--- config.mk ---
export PLATFORM = sky130hd
export DESIGN_NAME = dlfloat_mac_link_host
export DESIGN_NICKNAME = d
export VERILOG_FILES = /design/src/rtl/dlfloat_pkg.sv /design/src/rtl/dlfloat_link_fifo.sv /design/src/rtl/dlfloat_mac_link_host.sv
export SDC_FILE = /design/constraint.sdc
export NUM_CORES = 1
export LEC_CHECK = 0
export CORE_ASPECT_RATIO = 2
export CORE_MARGIN = 4
export CORE_UTILIZATION = 54
export CTS_CLUSTER_DIAMETER = 200
export DETAILED_ROUTE_END_ITERATION = 10
export PLACE_DENSITY = 0.82
export SKIP_CTS_REPAIR_TIMING = 1
export SYNTH_ARGS = -nofsm -noshare
export SYNTH_HDL_FRONTEND = slang
export SYNTH_HIERARCHICAL = 1
export SYNTH_SLANG_ARGS = --single-unit
--- constraint.sdc ---
create_clock -name clk -period 4.8 [get_ports clk]
set_clock_uncertainty 0.15 [all_clocks]
set_input_delay 0.96 -clock clk [delete_from_list [all_inputs] [get_ports clk]]
set_output_delay 0.96 -clock clk [all_outputs]
set_load 0.03 [all_outputs]
--- src/rtl/dlfloat_pkg.sv ---
// Shared DLFloat16 definitions for the host side of the MAC byte link.
// Format: {sign, exp[5:0] (bias 31), mant[8:0]}. All-ones is NaN and all-zeros is zero.
// res_ent_t is one result FIFO entry. It holds the word plus the flags precomputed at push.
package dlfloat_pkg;
  localparam int DLF_W      = 16;
  localparam int DLF_EXP_W  = 6;
  localparam int DLF_MANT_W = 9;
  localparam int DLF_BIAS   = 31;
  localparam int LINK_W     = 8;

  typedef logic [DLF_W-1:0] dlf_t;

  localparam dlf_t DLF_NAN  = 16'hFFFF;
  localparam dlf_t DLF_ZERO = 16'h0000;

  typedef struct packed {
    logic nan;
    logic zero;
    dlf_t data;
  } res_ent_t;

  function automatic res_ent_t mk_ent(input dlf_t w);
    res_ent_t e;
    e.nan  = (w == DLF_NAN);
    e.zero = (w == DLF_ZERO);
    e.data = w;
    return e;
  endfunction
endpackage

--- src/rtl/dlfloat_link_fifo.sv ---
// First-word-fall-through result FIFO. Each entry is 18 bits: {nan, zero, data}.
// Ports:
//   clk, rst_n   clock, async active-low reset
//   push, wdata  write request and entry
//   pop          read request; it has no effect while the FIFO is empty
//   rdata        head entry, valid while empty is low
//   empty        no entries
//   count        occupancy, 0..DEPTH
// When the FIFO is full, a push is taken only if a pop happens in the same cycle.
// Pointers are AW bits wide. Because DEPTH is a power of two, they wrap modulo DEPTH for free.
module dlfloat_link_fifo
  import dlfloat_pkg::*;
#(
  parameter  int DEPTH = 4,
  localparam int AW    = $clog2(DEPTH),
  localparam int CW    = AW + 1
) (
  input  logic          clk,
  input  logic          rst_n,
  input  logic          push,
  input  res_ent_t      wdata,
  input  logic          pop,
  output res_ent_t      rdata,
  output logic          empty,
  output logic [CW-1:0] count
);
  res_ent_t      mem [DEPTH];
  logic [AW-1:0] wp, rp;
  logic          full, do_push, do_pop;

  assign empty   = (count == '0);
  assign full    = (count == CW'(DEPTH));
  assign do_pop  = pop & ~empty;
  assign do_push = push & (~full | do_pop);
  assign rdata   = mem[rp];

  always_ff @(posedge clk) begin
    if (do_push) mem[wp] <= wdata;
  end

  always_ff @(posedge clk or negedge rst_n) begin
    if (!rst_n) begin
      wp    <= '0;
      rp    <= '0;
      count <= '0;
    end else begin
      if (do_push) wp <= wp + 1'b1;
      if (do_pop)  rp <= rp + 1'b1;
      count <= count + CW'(do_push) - CW'(do_pop);
    end
  end
endmodule

--- src/rtl/dlfloat_mac_link_host.sv ---
// Host-side end of the DLFloat16 MAC byte link.
// Operand pairs are sent over the 16-bit link bus: A in phase 0, then B in phase 1.
// Results come back from the MAC as a low byte and then a high byte. The host
// reassembles them at a fixed latency and queues them in a credit-protected FIFO.
// Ports:
//   clk, rst_n           clock, async active-low reset (shared with the MAC wrappers)
//   op_valid/op_ready    operand-pair handshake. op_ready is high only in phase 0 with credit.
//   op_a, op_b           DLFloat16 operands
//   link_data            16-bit bus to the MAC input
//   link_byte            MAC output byte
//   res_valid/res_ready  FWFT result handshake
//   res_data             head result; res_nan / res_zero are flags for that result
//   inflight             ops issued whose result is not yet pushed
module dlfloat_mac_link_host
  import dlfloat_pkg::*;
#(
  parameter  int RESULT_LAT = 6,
  parameter  int FIFO_DEPTH = 4,
  localparam int CW         = $clog2(FIFO_DEPTH) + 1
) (
  input  logic              clk,
  input  logic              rst_n,
  input  logic              op_valid,
  output logic              op_ready,
  input  dlf_t              op_a,
  input  dlf_t              op_b,
  output dlf_t              link_data,
  input  logic [LINK_W-1:0] link_byte,
  output logic              res_valid,
  input  logic              res_ready,
  output dlf_t              res_data,
  output logic              res_nan,
  output logic              res_zero,
  output logic [CW-1:0]     inflight
);
  if ((RESULT_LAT < 2) || ((RESULT_LAT % 2) != 0)) begin : g_bad_lat
    $error("RESULT_LAT must be even and >= 2");
  end
  if ((FIFO_DEPTH < 2) || ((FIFO_DEPTH & (FIFO_DEPTH - 1)) != 0)) begin : g_bad_depth
    $error("FIFO_DEPTH must be a power of two >= 2");
  end

  logic                ph;          // link phase: 0 carries A, 1 carries B
  dlf_t                b_q;         // B for the phase-1 cycle; zero if no accept in phase 0
  logic [RESULT_LAT:1] vld_pipe;    // issue tracker: bit k is set k cycles after accept
  logic                hi_pend;     // the high result byte is on link_byte this cycle
  logic [LINK_W-1:0]   lo_q;
  logic                acc, push;
  logic [CW-1:0]       fifo_cnt;
  logic [CW:0]         credit;
  logic                empty;
  res_ent_t            head, ent_in;

  // Credit covers results still in flight as well as results already queued.
  // This means every accepted op has a FIFO slot reserved.
  assign credit   = {1'b0, inflight} + {1'b0, fifo_cnt};
  assign op_ready = rst_n & ~ph & (credit < (CW+1)'(FIFO_DEPTH));
  assign acc      = op_valid & op_ready;

  // No accept in phase 0 sends a zero operand pair to the MAC.
  assign link_data = ph ? b_q : (acc ? op_a : '0);

  // RESULT_LAT is even, so the low byte always arrives in phase 0 and the high byte in phase 1.
  assign push   = hi_pend;
  assign ent_in = mk_ent({link_byte, lo_q});

  always_ff @(posedge clk or negedge rst_n) begin
    if (!rst_n) begin
      ph       <= 1'b0;
      b_q      <= '0;
      vld_pipe <= '0;
      hi_pend  <= 1'b0;
      lo_q     <= '0;
      inflight <= '0;
    end else begin
      ph       <= ~ph;
      if (!ph) b_q <= acc ? op_b : '0;
      vld_pipe <= {vld_pipe[RESULT_LAT-1:1], acc};
      hi_pend  <= vld_pipe[RESULT_LAT];
      if (vld_pipe[RESULT_LAT]) lo_q <= link_byte;
      inflight <= inflight + CW'(acc) - CW'(push);
    end
  end

  dlfloat_link_fifo #(.DEPTH(FIFO_DEPTH)) u_fifo (
    .clk   (clk),
    .rst_n (rst_n),
    .push  (push),
    .wdata (ent_in),
    .pop   (res_ready),
    .rdata (head),
    .empty (empty),
    .count (fifo_cnt)
  );

  // The head is masked while the FIFO is empty, so stale entries never reach the outputs.
  assign res_valid = ~empty;
  assign res_data  = empty ? '0 : head.data;
  assign res_nan   = ~empty & head.nan;
  assign res_zero  = ~empty & head.zero;
endmodule
==> results.cfg, run 1 <==
[floorplan]
std_cell_rows = 47
io-pin-count = 83
die_x_um = 73.6
dieArea_um2 = 10200
initial_core_util_pct = 55.7
fp.coreArea_um2 = 8350
die_h_um = 139

[sta]
hold_viol = 0
fmax_mhz = 274
finalSetupTns_ps = 0
slew_violations = 0
hold_ws_ps = 193
final-setup-viol-count = 0
period_share_pct = 76.1
tightest_slew_ps = 988
slew_headroom_pct = 34.1
rsz0062_at_grt = false
fin_crit_ps = 3650

[final_layout]
drive_gt1_share_pct = 25.0
final_cell_mix = 72 x edfxtp_1, 65 x clkdlybuf4s50_1, 42 x dfrtp_1, 24 x a22o_1, 20 x buf_4
final_common_cell = edfxtp_1
nets = 407
design_area_um2 = 6080
area_growth_pct = 30.7
diodes = 0

[setup_path]
worstSetupPathType = reg -> out
reg2reg_from = inflight[2]
crit_end = res_data[3]
end_kind = output pin
startpoint_type = flop
ff2ff_path_depth = 11
reg2reg_slack_ps = 1880
crit_start = u_fifo/rp[1]
reg2reg_to = inflight[2]
crit_required_ps = 3690
cp_max_fo = 19
worstPathArrival_ps = 2540

[drt]
vias_per_cell = 5.71
drtAntennaViolNets = 0
drc = 0
vias = 2639
routed_wl_um = 9230
drt-pass1-iter-count = 4
wl_per_cell_um = 20.0
drt_first_iter_violations = 188

[global_routing]
grt_max_degree = 43
gr-total-overflow = 0
grt_pass1_vias = 2889
track_usage_pct = 20.2
antenna_found_initial = 0
grt_pass1_wl_um = 15000

[run]
cap_viol_max_count = 0

[place]
hpwl_um = 6010
place_congestion = 0.761
io_buffer_count = 82
place_area_um2 = 5510

[clocking]
cts_sinks = 114
path_clk_slew_ps = 50
cts_root_buf = clkbuf_16
h-tree-depth = 4
numCtsBuffers = 17
cts_tree = yes
clkLatencyLatePin_ps = 410
clock_path_buffers = 2

[yosys]
synth_area_leaders = edfxtp_1 47%, dfrtp_1 23%, mux4_2 8.7%
avgSynthCellArea_um2 = 18.0
synth_top_cell_area_share_pct = 46.5
yosysSeqAreaShare_pct = 69.1
synth_area_leader_cell = edfxtp_1
yosys_register_bits = 114
synth.cell_area_um2 = 4650
synth_cells = 259
yosys_warnings = 6
synth_nets = 315
synth_cell_types = 29

[pwr]
ir_drop_mv = 0.370
p_total_mw = 3.72
powerDensity_nw_per_um2 = 613
p_leak_nw = 2.31

[min_path]
hold_class = reg -> reg
min_from = vld_pipe[4]
worstHoldPathCells = 0

[status]
status = complete, no violations
## area by class of cell
cell class                 instances  area, µm²
clock buffer                      17        425
inverter                          13       48.8
tap                               98        123
multi-input combinational        119       1320
timing repair buffer              86        806
clock inverter                    15        144
sequential                       114       3210
fill                             545       2270
## kinds of logic (layout without fill, tap and decap cells)
group	after synthesis	in the layout	synth area share, %
AOI/OAI and AO/OA	34	34	6.67
xor gates and xnor gates	7	7	1.32
adders and majority gates	12	12	3.55
buffers and inverters	26	131	2.69
DFF	114	114	69.1
muxes	27	27	11.0
and+or+nand+nor	39	39	5.68
## where the power goes
group	internal, mW	switching, mW
clock network	0.754	0.433
registers	1.21	0.177
logic	0.570	0.578
total	2.54	1.19
## routing by layer
metal	vias to the layer above	part of all wire (%)	GRT usage, %
met3	19	6.9	6.79
met4	0	2.8	10.5
li1	1192	-	-
met1	1306	35	22.1
met5	-	0	0
met2	122	55	33.8
## state kept, by name, summed over array words and instances, names as in the netlist
register and count:
ph 1, lo_q 8, vld_pipe 6, u_fifo/mem 72, u_fifo/count 3, inflight 3, u_fifo/rp 2, b_q 16
hi_pend 1, u_fifo/wp 2
## worst max-delay path, stage by stage (launching register included)
cell	delay, ps
dfrtp_1	900
mux4_2	340
nor2b_1	170
clkdlybuf4s50_1	730
## through the flow
stage | worst slack, ps | utilization (%) | cells
finish | 1150 | 72.8 | 462
global route | 1000 | 72.8 | 462
CTS | 1080 | 72.8 | 462
detailed placement | 1360 | 65.9 | 430
global placement | 1390 | 65.9 | 430
floorplan | 1550 | - | 259
## cell usage after synthesis, drive strengths merged
master / instances
nor4: 5
buf: 7
or3: 1
a22o: 32
o31a: 1
mux2: 9
and4: 1
nor3: 2
nor2b: 18
dfrtp: 42
fa: 2
ha: 10
inv: 13
nor4b: 1
nand4: 4
clkbuf: 6
edfxtp: 72
xor2: 1
and2: 4
mux4: 18
xnor2: 6
nand2b: 1
nand2: 1
and3: 1
o41a: 1
## worst min-delay path by stage
stage / end / slack (ps)
final: vld_pipe[5] / 190
after floorplan: vld_pipe[2] / 180
after global routing: vld_pipe[6] / 210
after detailed placement: vld_pipe[5] / 180
after CTS: vld_pipe[5] / 190
after global placement: vld_pipe[2] / 190
Power figures use the tool's default switching activity.
==> inputs of run 2 (changes only) <==
--- a/config.mk
+++ b/config.mk
@@ -7,10 +7,10 @@
 export LEC_CHECK = 0
 export CORE_ASPECT_RATIO = 2
 export CORE_MARGIN = 4
-export CORE_UTILIZATION = 54
+export CORE_UTILIZATION = 52
 export CTS_CLUSTER_DIAMETER = 200
 export DETAILED_ROUTE_END_ITERATION = 10
-export PLACE_DENSITY = 0.82
+export PLACE_DENSITY = 0.79
 export SKIP_CTS_REPAIR_TIMING = 1
 export SYNTH_ARGS = -nofsm -noshare
 export SYNTH_HDL_FRONTEND = slang
==> constraint.sdc (replaced) <==
create_clock -name clk -period 3.6 [get_ports clk]
set_clock_uncertainty 0.15 [all_clocks]
set_input_delay 0.72 -clock clk [delete_from_list [all_inputs] [get_ports clk]]
set_output_delay 0.72 -clock clk [all_outputs]
set_load 0.03 [all_outputs]
==> run 2 against run 1 <==
- first-iteration DRC count fell by 16%
- wire length shrank 2.5%
- non-clock buffer count grew 7
- critical path type unchanged
- largest power group unchanged
==> results.cfg, run 2 (same netlist as run 1, synthesis figures left out) <==
[status]
status = complete, no violations

[drt]
wl_per_cell_um = 19.1
vias = 2664
drtAntennaViolNets = 0
drc = 0
vias_per_cell = 5.66
drt-pass1-iter-count = 4
routed_wl_um = 9000
drt_first_iter_violations = 157

[place]
placedCellCount = 439
hpwl_um = 6260
pre_cts_slack_ps = 593
place_area_um2 = 5560
place_congestion = 0.746
io_buffer_count = 82

[setup_path]
crit_top_cell = buf_4
crit_end = link_data[0]
cp_max_fo = 33
reg2reg_slack_ps = 710
path_cells = ha_1 > or3_4 > nor4b_4 > buf_4 > a22o_1 > buf_4
cp_num_cells = 6
cp.buffers_inverters = 2
end_kind = output pin
critPathTopFamily = simple AND/OR/NAND/NOR gates
ff2ff_path_depth = 11
worstSetupPathType = reg -> out
slowest_stage = dfrtp_1
crit_start = inflight[2]
reg2reg_from = inflight[2]
crit_required_ps = 2730
worstPathArrival_ps = 2500
reg2reg_to = inflight[2]
slowest_delay_ps = 420
startpoint_type = flop

[sta]
rsz0062_at_grt = false
hold_ws_ps = 192
tightest_slew_ps = 556
fmax_mhz = 296
slew_headroom_pct = 62.6
slew_violations = 0
fin_ws_ps = 227
fin_crit_ps = 3370
finalSetupTns_ps = 0
period_share_pct = 93.7
final-setup-viol-count = 0
hold_viol = 0

[floorplan]
std_cell_rows = 48
initial_core_util_pct = 53.4
fp.coreArea_um2 = 8710
die_x_um = 74.9
dieArea_um2 = 10600
io-pin-count = 83
die_h_um = 142

[pwr]
seq_power_share_pct = 36.9
pwr-share-comb_pct = 32.8
power_frac_clock_pct = 30.3
p_int_mw = 3.35
p_total_mw = 4.87
p_leak_nw = 2.36
ir_drop_mv = 0.484
power.switching_mw = 1.52
switching_share_pct = 31.2
powerDensity_nw_per_um2 = 799

[global_routing]
track_usage_pct = 19.2
grt_pass1_wl_um = 14600
gr-total-overflow = 0
grt_max_degree = 43
antenna_found_initial = 0
grt_pass1_vias = 2858

[final_layout]
diodes = 0
final_util_pct = 70.1
drive_gt1_share_pct = 25.6
design_area_um2 = 6100
largest_register = u_fifo/mem
final_common_cell = edfxtp_1
area_growth_pct = 31.2
reg_top3 = u_fifo/mem (72), b_q (16), lo_q (8)
final_cell_mix = 72 x edfxtp_1, 65 x clkdlybuf4s50_1, 42 x dfrtp_1, 27 x buf_4, 24 x a22o_1
largest_reg_flops = 72
final_cells = 471
nets = 414

[clocking]
cts_sinks = 114
clkLatencyLatePin_ps = 400
path_clk_slew_ps = 50
clock_path_buffers = 2
cts_tree = yes
numCtsBuffers = 17
cts_root_buf = clkbuf_16
h-tree-depth = 4

[min_path]
min_from = vld_pipe[2]
hold_class = reg -> reg

[run]
cap_viol_max_count = 0
## run 2: cell types whose count changed in the layout (fill, tap and decap cells not counted), sizes merged
cell | previous run | this run
clkbuf | 17 | 26
clkinvlp | 8 | 0
buf | 21 | 28
bufinv | 2 | 0
clkinv | 5 | 6
## run 2: cell type report
cell class                 count  area (µm²)
fill                         560        2610
sequential                   114        3210
timing repair buffer          93         858
tap                          100         125
multi-input combinational    119        1320
inverter                      13        48.8
clock buffer                  26         509
clock inverter                 6        30.0
## run 2: power by group through the flow
stage               Combinational, mW  Sequential (mW)  Clock [mW]
detailed placement               1.62             1.82           0
CTS                              1.63             1.80        1.50
global route                     1.74             1.83        1.58
global placement                 1.58             1.81           0
finish                           1.60             1.80        1.48
floorplan                        1.04             1.79           0
## run 2: worst min path at each step
stage                        to  slack [ps]  depth (start not counted)
floorplan           vld_pipe[2]         180                          0
global placement    vld_pipe[2]         180                          0
detailed placement  vld_pipe[2]         190                          0
CTS                 vld_pipe[3]         190                          0
global route        vld_pipe[2]         200                          0
finish              vld_pipe[3]         190                          0
## run 2: worst reg2reg max path: cells and delay by family, from the launching register on
kind | cells | cell delay [ps]
adders and majority gates | 4 | 1080
xor gates and xnor gates | 2 | 270
DFF | 1 | 420
buffers and inverters | 3 | 180
and+or+nand+nor | 2 | 670
## run 2: routing by layer
metal / routed length (µm) / up-vias / track usage [%]
met5: 0 / - / 0
met4: 312 / 0 / 10.3
met3: 581 / 30 / 6.88
met2: 5090 / 116 / 33.2
met1: 3010 / 1311 / 19.4
li1: - / 1207 / -
==> inputs of run 3 (changes only) <==
--- a/config.mk
+++ b/config.mk
@@ -10,6 +10,7 @@
 export CORE_UTILIZATION = 52
 export CTS_CLUSTER_DIAMETER = 200
 export DETAILED_ROUTE_END_ITERATION = 10
+export MAX_ROUTING_LAYER = met4
 export PLACE_DENSITY = 0.79
 export SKIP_CTS_REPAIR_TIMING = 1
 export SYNTH_ARGS = -nofsm -noshare
==> run 3 against run 2 <==
- die area unchanged
- sequential power about the same
- register-to-register slack about the same
- combinational power about the same
- largest cell class unchanged
==> results.cfg, run 3 (same netlist as run 1, synthesis figures left out) <==
[sta]
finalSetupTns_ps = 0
rsz0062_at_grt = false
tightest_slew_ps = 555
fmax_mhz = 296
fin_crit_ps = 3370
final-setup-viol-count = 0
period_share_pct = 93.7
slew_headroom_pct = 62.7
fin_ws_ps = 227
slew_violations = 0
hold_viol = 0

[final_layout]
area_growth_pct = 31.2
largest_reg_flops = 72
diodes = 0
largest_register = u_fifo/mem
n_fill_cell = 560
nets = 414
final_common_cell = edfxtp_1
drive_gt1_share_pct = 25.6
reg_top3 = u_fifo/mem (72), b_q (16), lo_q (8)
final_cell_mix = 72 x edfxtp_1, 65 x clkdlybuf4s50_1, 42 x dfrtp_1, 27 x buf_4, 24 x a22o_1
multi_input_area_um2 = 1320
regArea_um2 = 3210

[drt]
vias = 2656
drtAntennaViolNets = 0
drc = 0
wl_per_cell_um = 19.1
routed_wl_um = 9010
drt_first_iter_violations = 172
drt-pass1-iter-count = 4
vias_per_cell = 5.64

[floorplan]
fp.coreArea_um2 = 8710
std_cell_rows = 48
dieArea_um2 = 10600
initial_core_util_pct = 53.4
die_x_um = 74.9
io-pin-count = 83
die_h_um = 142

[setup_path]
reg2reg_from = inflight[2]
worstSetupPathType = reg -> out
startpoint_type = flop
crit_end = link_data[9]
ff2ff_path_depth = 11
reg2reg_slack_ps = 710
cp_max_fo = 33
end_kind = output pin
crit_start = inflight[2]
crit_required_ps = 2730
reg2reg_to = inflight[2]
worstPathArrival_ps = 2500

[run]
cap_viol_max_count = 0

[global_routing]
grt_pass1_wl_um = 14500
gr-total-overflow = 0
antenna_found_initial = 0
track_usage_pct = 19.8
grt_pass1_vias = 2863
grt_max_degree = 43

[pwr]
p_leak_nw = 2.36
ir_drop_mv = 0.479
powerDensity_nw_per_um2 = 798

[place]
hpwl_um = 6260
place_congestion = 0.756
io_buffer_count = 82
pre_cts_slack_ps = 593

[clocking]
path_clk_slew_ps = 50
cts_sinks = 114
numCtsBuffers = 17
clock_path_buffers = 2
h-tree-depth = 4
clkLatencyLatePin_ps = 400
cts_root_buf = clkbuf_16
cts_tree = yes

[status]
status = complete, no violations

[min_path]
worstHoldPathCells = 0
hold_class = reg -> reg
==> run 3: where the power goes <==
part | switching [mW] | total (mW) | internal [mW]
combinational | 0.819 | 1.60 | 0.779
sequential | 0.180 | 1.80 | 1.62
clock | 0.515 | 1.48 | 0.961
==> run 3: area by class of cell <==
class	count	area share, %
clock inverters	6	0.492
repair buffers	93	14.1
clock buffers	26	8.35
flip-flops and latches	114	52.7
multi-input cells	119	21.6
inverters	13	0.800
well taps	100	2.05
==> run 3: metal layers <==
layer	wire, µm	vias to the layer above	share of wire (%)	global-route usage, %
met5	0	-	0	-
met4	207	0	2.3	10.3
met1	3040	1318	34	19.7
met3	503	13	5.6	6.10
li1	-	1205	-	-
met2	5260	120	58	33.4
==> run 3: metrics by stage <==
stage / hold WS (ps) / cells / cell area, µm² / total power [mW] / utilization, %
finish: 192 / 471 / 6100 / 4.87 / 70.1
global route: 200 / 471 / 6100 / 5.14 / 70.1
CTS: 194 / 471 / 6100 / 4.94 / 70.1
detailed placement: 187 / 439 / 5560 / 3.44 / 63.9
global placement: 185 / 439 / 5560 / 3.39 / 63.9
floorplan: 181 / 259 / 4650 / 2.82 / -
==> run 3: worst max-delay path, cell delays in order (launching register included) <==
cell and delay [ps]:
dfrtp_1 420, ha_1 310, or3_4 390, nor4b_4 290, buf_4 350, a22o_2 200, buf_4 150
==> run 3: how the worst min path moves through the flow <==
stage | from | slack, ps | to
4_1_cts | vld_pipe[2] | 190 | vld_pipe[3]
3_5_place_dp | vld_pipe[1] | 190 | vld_pipe[2]
6_report | vld_pipe[2] | 190 | vld_pipe[3]
2_1_floorplan | vld_pipe[1] | 180 | vld_pipe[2]
3_3_place_gp | vld_pipe[1] | 180 | vld_pipe[2]
5_1_grt | vld_pipe[1] | 200 | vld_pipe[2]
